`config.mk`:
```
export PLATFORM = sky130hd
export DESIGN_NAME = riscv_irq_stimulus_gen
export DESIGN_NICKNAME = d
export VERILOG_FILES = /design/src/rtl/riscv_irq_stimulus_gen.sv
export SDC_FILE = /design/constraint.sdc
export NUM_CORES = 1
export LEC_CHECK = 0
export ABC_AREA = 1
export CAP_MARGIN = 10
export CORE_MARGIN = 1.5
export CORE_UTILIZATION = 44
export CTS_CLUSTER_DIAMETER = 30
export DETAILED_ROUTE_END_ITERATION = 8
export HOLD_SLACK_MARGIN = 0.02
export PLACE_DENSITY = 0.7
export SLEW_MARGIN = 20
export SYNTH_ARGS = -nofsm -noshare
export SYNTH_HDL_FRONTEND = slang
export SYNTH_SLANG_ARGS = --single-unit
```
`constraint.sdc`:
```
create_clock -name clk_i -period 2.7 [get_ports clk_i]
set_input_delay 0.405 -clock clk_i [delete_from_list [all_inputs] [get_ports clk_i]]
set_output_delay 0.405 -clock clk_i [all_outputs]
set_load 0.02 [all_outputs]
```
`src/rtl/riscv_irq_stimulus_gen.sv`:
```
`default_nettype none
// +--------------------------------------------------------------------+
// | Module  : riscv_irq_stimulus_gen                                   |
// | Purpose : Interrupt source (random / periodic / PC-trigger) with   |
// |           ack timeout. Define IRQ_GEN_PC_TRIGGER_EN for mode 11.   |
// | Revision: 1.0  initial release                                     |
// +--------------------------------------------------------------------+
module riscv_irq_stimulus_gen #(
  parameter logic [31:0] LFSR_SEED   = 32'hACE1_2468,
  parameter int unsigned MIN_GAP     = 8,
  parameter int unsigned GAP_RND_W   = 6,
  parameter int unsigned ACK_TIMEOUT = 255
) (
  input  logic        clk_i,
  input  logic        rst_ni,
  input  logic [1:0]  mode_i,
  input  logic [15:0] period_i,
  input  logic [4:0]  irq_id_cfg_i,
  input  logic        pc_valid_i,
  input  logic [31:0] pc_i,
  input  logic [31:0] pc_trig_i,
  input  logic        irq_ack_i,
  output logic        irq_rnd_o,
  output logic [4:0]  irq_id_rnd_o,
  output logic        busy_o,
  output logic        lost_o
);

  typedef enum logic [1:0] {
    IDLE   = 2'd0,
    COUNT  = 2'd1,
    ASSERT = 2'd2
  } state_e;

  localparam logic [1:0]  c_MODE_OFF    = 2'b00;
  localparam logic [1:0]  c_MODE_RND    = 2'b01;
  localparam logic [1:0]  c_MODE_PER    = 2'b10;
  localparam logic [1:0]  c_MODE_PC     = 2'b11;
  localparam logic [31:0] c_SEED        = (LFSR_SEED == 32'd0) ? 32'h1 : LFSR_SEED;
  localparam logic [31:0] c_TAPS        = 32'h8020_0003;
  localparam logic [15:0] c_MIN_GAP     = 16'(MIN_GAP);
  localparam logic [15:0] c_ACK_TIMEOUT = 16'(ACK_TIMEOUT);

  state_e      r_state, w_state_d;
  logic [31:0] r_lfsr, w_lfsr_d;
  logic [15:0] r_cnt, w_cnt_d, r_ack_cnt, w_ack_cnt_d;
  logic [1:0]  r_mode, w_mode_d;
  logic        r_irq, w_irq_d, r_lost, w_lost_d, r_armed, w_armed_d;
  logic [4:0]  r_id, w_id_d;
  logic [1:0]  w_mode;
  logic        w_pc_hit, w_pc_miss, w_entry, w_cfg_ok;
  logic [4:0]  w_idx, w_rnd_id, w_cfg_id;
  logic [15:0] w_gap_rnd, w_period;

`ifdef IRQ_GEN_PC_TRIGGER_EN
  assign w_mode    = mode_i;
  assign w_pc_hit  = pc_valid_i && (pc_i == pc_trig_i);
  assign w_pc_miss = pc_valid_i && (pc_i != pc_trig_i);
`else
  // Mode 11 folds onto "off" so the LFSR freezes and nothing is raised.
  logic w_unused_pc;
  assign w_unused_pc = ^{pc_valid_i, pc_i, pc_trig_i};
  assign w_mode      = (mode_i == c_MODE_PC) ? c_MODE_OFF : mode_i;
  assign w_pc_hit    = 1'b0;
  assign w_pc_miss   = 1'b0;
`endif

  always_comb begin
    w_idx = r_lfsr[4:0];
    if (w_idx >= 5'd18) w_idx = w_idx - 5'd18;
    case (w_idx)
      5'd0:    w_rnd_id = 5'd3;
      5'd1:    w_rnd_id = 5'd7;
      5'd2:    w_rnd_id = 5'd11;
      default: w_rnd_id = w_idx + 5'd13;
    endcase
  end

  assign w_cfg_ok  = (irq_id_cfg_i == 5'd3) || (irq_id_cfg_i == 5'd7) || (irq_id_cfg_i == 5'd11) ||
                     ((irq_id_cfg_i >= 5'd16) && (irq_id_cfg_i <= 5'd30));
  assign w_cfg_id  = w_cfg_ok ? irq_id_cfg_i : 5'd7;
  assign w_gap_rnd = c_MIN_GAP + 16'(r_lfsr[GAP_RND_W-1:0]);
  assign w_period  = (period_i == 16'd0) ? 16'd1 : period_i;

  always_comb begin
    w_state_d   = r_state;
    w_cnt_d     = r_cnt;
    w_ack_cnt_d = r_ack_cnt;
    w_mode_d    = r_mode;
    w_irq_d     = r_irq;
    w_id_d      = r_id;
    w_lost_d    = 1'b0;
    w_armed_d   = r_armed;
    w_entry     = 1'b0;
    w_lfsr_d    = (w_mode != c_MODE_OFF) ? ((r_lfsr >> 1) ^ (r_lfsr[0] ? c_TAPS : 32'd0)) : r_lfsr;

    case (r_state)
      IDLE: begin
        w_mode_d = w_mode;
        if (w_mode == c_MODE_RND) begin
          w_cnt_d   = w_gap_rnd;
          w_state_d = COUNT;
        end else if (w_mode == c_MODE_PER) begin
          w_cnt_d   = w_period;
          w_state_d = COUNT;
        end else if (w_mode == c_MODE_PC) begin
          if (r_armed && w_pc_hit) w_entry   = 1'b1;
          else if (w_pc_miss)      w_armed_d = 1'b1;
        end
      end
      COUNT: begin
        if (w_mode != r_mode)     w_state_d = IDLE;
        else if (r_cnt == 16'd1)  w_entry   = 1'b1;
        else                      w_cnt_d   = r_cnt - 16'd1;
      end
      ASSERT: begin
        if (w_mode != r_mode) begin
          w_state_d = IDLE;
          w_irq_d   = 1'b0;
        end else if (irq_ack_i || (r_ack_cnt == c_ACK_TIMEOUT - 16'd1)) begin
          // An ack arriving on the timeout cycle takes precedence: no loss reported.
          w_irq_d  = 1'b0;
          w_lost_d = !irq_ack_i;
          if (r_mode == c_MODE_PC) begin
            w_state_d = IDLE;
            w_armed_d = 1'b0;
          end else begin
            w_state_d = COUNT;
            w_cnt_d   = (r_mode == c_MODE_RND) ? w_gap_rnd : w_period;
          end
        end else begin
          w_ack_cnt_d = r_ack_cnt + 16'd1;
        end
      end
      default: w_state_d = IDLE;
    endcase

    if (w_entry) begin
      w_state_d   = ASSERT;
      w_irq_d     = 1'b1;
      w_id_d      = (w_mode == c_MODE_RND) ? w_rnd_id : w_cfg_id;
      w_ack_cnt_d = 16'd0;
    end
  end

  always_ff @(posedge clk_i or negedge rst_ni) begin
    if (!rst_ni) begin
      r_state   <= IDLE;
      r_lfsr    <= c_SEED;
      r_cnt     <= 16'd0;
      r_ack_cnt <= 16'd0;
      r_mode    <= c_MODE_OFF;
      r_irq     <= 1'b0;
      r_id      <= 5'd0;
      r_lost    <= 1'b0;
      r_armed   <= 1'b1;
    end else begin
      r_state   <= w_state_d;
      r_lfsr    <= w_lfsr_d;
      r_cnt     <= w_cnt_d;
      r_ack_cnt <= w_ack_cnt_d;
      r_mode    <= w_mode_d;
      r_irq     <= w_irq_d;
      r_id      <= w_id_d;
      r_lost    <= w_lost_d;
      r_armed   <= w_armed_d;
    end
  end

  assign irq_rnd_o    = r_irq;
  assign irq_id_rnd_o = r_id;
  assign lost_o       = r_lost;
  assign busy_o       = (r_state != IDLE);

endmodule
`default_nettype wire
```
==> impl_metrics.py <==
metrics = {
    "run_status": {
        "run_status": "finished, final reports clean",
    },
    "drt": {
        "route.detailed.drc": 0,
        "vias": 4477,
        "routed_wirelength_microns": 11500,
        "drt_pre_antenna_iters": 5,
        "vias_per_cell": 5.25,
        "detail_route.wl_per_cell_microns": 13.5,
        "drt_iter0_drc": 309,
        "antenna_violating_nets_post_route": 0,
    },
    "synthesis": {
        "distinct_cell_type_count_after_synthesis": 44,
        "postSynth.asyncResetShare": 1.00,
        "syn_area_sq_um": 5060,
        "synth_sequential_area_ratio": 0.374,
        "ys_seq_elements": 75,
        "synthCells": 675,
        "warnings_synthesis": 0,
        "syn_avg_cell_area_sq_um": 7.50,
        "synth-edff-count": 0,
        "postSynth.topFlopCell": "sky130_fd_sc_hd__dfrtp_1",
        "synth_nets": 785,
    },
    "final_layout": {
        "final_common_cell": "sky130_fd_sc_hd__nand2_1",
        "antenna-diode-count": 0,
        "drive_gt1_frac": 0.135,
        "layout.filler_cells": 1037,
        "layout.nets": 818,
        "area_growth_syn_to_layout_pct": 14.9,
        "layout_common_cells": "sky130_fd_sc_hd__nand2_1, sky130_fd_sc_hd__inv_1, sky130_fd_sc_hd__dfrtp_1",
        "final_std_cells_w_o_fill": 853,
    },
    "cts": {
        "clk_root_buffer_cell": "sky130_fd_sc_hd__clkbuf_16",
        "clockBufferDepth": 2,
        "cts_tree": "yes",
        "cts-resized-gates": 0,
        "cts.clk_slew.worst_paths_ns": 0.06,
        "cts_num_sinks": 75,
        "cts-hold-fix-buffers": 0,
        "post-cts-setup-buffers": 0,
        "worst_skew_pair.late_latency_ns": 0.35,
        "tritoncts_buffer_count": 9,
        "htree_levels": 3,
    },
    "placed_design": {
        "place.detailed.instances": 837,
        "post-dp-hpwl_microns": 8520,
        "place.gp.congestion": 0.881,
        "detailedPlace.worstSlack_ns": 0.127,
        "input_output_buffers": 33,
    },
    "critical_path": {
        "crit_type": "reg -> reg",
        "timing.reg2reg.worst_path_depth": 11,
        "timing.critical_path.to_type": "flop",
        "arrival_ns": 2.64,
        "worst_setup_path_start_kind": "flop",
        "required_time_of_the_critical_path_ns": 2.97,
        "timing.rr.end": "irq_id_rnd_o[4]",
        "critical_path.max_stage_delay_ns": 0.60,
        "r2r-start": "r_lfsr[3]",
        "crit_slowest_cell": "sky130_fd_sc_hd__dfstp_2",
        "critical_path.cell_chain": "inv_1, ha_1, a21oi_1, nand3_1, nand2_1, inv_1, ha_1, nand3b_1, o21ai_0, nand3_1, a21boi_2",
        "regToRegSetupSlack_ns": 0.34,
        "cp_max_fo": 7,
    },
    "sta": {
        "timing.hold.ws_ns": 0.0544,
        "final_min_period_over_clock_period": 0.876,
        "max-slew-margin-rel": 0.529,
        "layout_setup_ws_ns": 0.335,
        "hold_viol": 0,
        "achievable-frequency_mhz": 423,
        "finalSetupViolCount": 0,
        "finalSetupTns_ns": 0,
        "final.min_clock_period_ns": 2.36,
        "worst_pin_slew_ns": 0.707,
        "grt_setup_unrepaired": "false",
        "timing.final.max_slew_violations": 0,
        "finalClockSkew_ns": 0.00991,
    },
    "power": {
        "max-vdd-ir-drop_mv": 0.468,
        "swShare": 0.444,
        "power_frac_seq": 0.311,
        "powerDensity_nw_per_um2": 986,
        "internal_power_mw": 3.19,
        "switchingPower_mw": 2.55,
        "power_frac_comb": 0.484,
        "leak_pwr_nw": 2.88,
        "clkPwrFrac": 0.205,
    },
    "floorplan": {
        "dieHeight_microns": 110,
        "dieArea_sq_um": 12200,
        "pin_count": 99,
        "coreArea_sq_um": 11000,
        "chipWidth_microns": 110,
        "placement_rows": 38,
        "start_util": 0.459,
    },
    "global_route": {
        "antenna_found_initial": 0,
        "vias_in_the_first_global_route": 4450,
        "grt_max_degree": 76,
        "grt.total_usage": 0.212,
        "grt.overflow.total": 0,
        "grt_first_pass_wirelength_microns": 19900,
    },
    "job": {
        "timing.max_cap.violations": 0,
    },
    "worst_hold_path": {
        "hold_crit_path_type": "in -> async",
    },
}
[through the flow]
stage | cell area, sq um | power, mW | util
finish | 5810 | 5.74 | 0.527
global route | 5810 | 6.26 | 0.527
CTS | 5810 | 5.76 | 0.527
detailed placement | 5530 | 4.54 | 0.501
global placement | 5530 | 4.42 | 0.501
floorplan | 5060 | 3.89 | -
[layout make-up]
cell class,instances,area (sq um),share of cell area
Sequential cell,75,1890,0.326
Multi-Input combinational cell,475,2650,0.456
Tap cell,140,175,0.0301
Inverter,107,402,0.0691
Timing Repair Buffer,40,405,0.0697
Clock inverter,5,55.1,0.00947
Clock buffer,11,233,0.0400
[worst max-delay path, delay by kind of cell (launching register included)]
kind	cells	cell delay, ns
flip-flops	1	0.60
AND/OR/NAND/NOR	4	0.56
AO/OA/AOI/OAI	3	0.52
adder cells (fa/ha/maj)	2	0.43
buffers and inverters	2	0.18
[kinds of logic after synthesis]
kind of cell,after synthesis,share of synthesized area
simple gates,322,0.302
xor+xnor,17,0.0294
compound gates,116,0.143
flops,75,0.374
buf+inv,125,0.102
mux,1,0.00223
fa+ha+maj,19,0.0470
[per-layer routing]
metal | vias up | part of all wire | GRT usage
li1 | 2238 | - | -
met1 | 2116 | 0.45 | 0.259
met2 | 94 | 0.48 | 0.362
met3 | 29 | 0.047 | 0.0511
met4 | 0 | 0.025 | 0.0833
met5 | - | 0 | 0
[how the worst max path moves through the flow]
| stage | start | to | slack, ns |
|---|---|---|---|
| floorplan | r_lfsr[0] | irq_id_rnd_o[4] | 0.59 |
| global placement | mode_i[1] | r_ack_cnt[0] | 0.22 |
| detailed placement | mode_i[1] | r_ack_cnt[13] | 0.13 |
| CTS | r_lfsr[3] | irq_id_rnd_o[4] | 0.33 |
| global route | r_lfsr[3] | irq_id_rnd_o[2] | 0.12 |
| finish | r_lfsr[3] | irq_id_rnd_o[4] | 0.34 |
[power groups by stage]
| stage | clock network [mW] | logic [mW] | registers, mW |
|---|---|---|---|
| after detailed placement | 0 | 2.75 | 1.79 |
| after CTS | 1.21 | 2.77 | 1.78 |
| final | 1.18 | 2.78 | 1.78 |
| after floorplan | 0 | 2.16 | 1.73 |
| after global placement | 0 | 2.64 | 1.78 |
| after global routing | 1.25 | 3.17 | 1.83 |
[Yosys cell counts (2+ instances only)]
cell | number | share of area
sky130_fd_sc_hd__a21oi_1 | 32 | 0.032
sky130_fd_sc_hd__buf_2 | 2 | 0.0020
sky130_fd_sc_hd__buf_6 | 2 | 0.0045
sky130_fd_sc_hd__clkbuf_1 | 10 | 0.0074
sky130_fd_sc_hd__dfrtp_1 | 62 | 0.31
sky130_fd_sc_hd__dfstp_2 | 13 | 0.068
sky130_fd_sc_hd__ha_1 | 19 | 0.047
sky130_fd_sc_hd__inv_1 | 105 | 0.078
sky130_fd_sc_hd__inv_2 | 2 | 0.0015
sky130_fd_sc_hd__nand2_1 | 157 | 0.12
sky130_fd_sc_hd__nand2_2 | 9 | 0.011
sky130_fd_sc_hd__nand3_1 | 49 | 0.048
sky130_fd_sc_hd__nand3_2 | 9 | 0.018
sky130_fd_sc_hd__nand3b_1 | 4 | 0.0059
sky130_fd_sc_hd__nand4_1 | 11 | 0.014
sky130_fd_sc_hd__nor2_1 | 55 | 0.041
sky130_fd_sc_hd__nor2_2 | 9 | 0.011
sky130_fd_sc_hd__nor2_4 | 3 | 0.0067
sky130_fd_sc_hd__nor3_1 | 8 | 0.0079
sky130_fd_sc_hd__o211ai_1 | 5 | 0.0074
sky130_fd_sc_hd__o21ai_0 | 53 | 0.052
sky130_fd_sc_hd__o21ai_2 | 10 | 0.017
sky130_fd_sc_hd__o22ai_2 | 10 | 0.025
sky130_fd_sc_hd__xnor2_1 | 6 | 0.010
sky130_fd_sc_hd__xor2_1 | 11 | 0.019
[sequential cells by signal, summed over array words and instances (netlist names)]
signal	count
r_cnt	16
r_ack_cnt	16
r_state	2
irq_id_rnd_o	5
r_lfsr	32
lost_o	1
r_mode	2
irq_rnd_o	1
(Power assumes the default switching activity.)
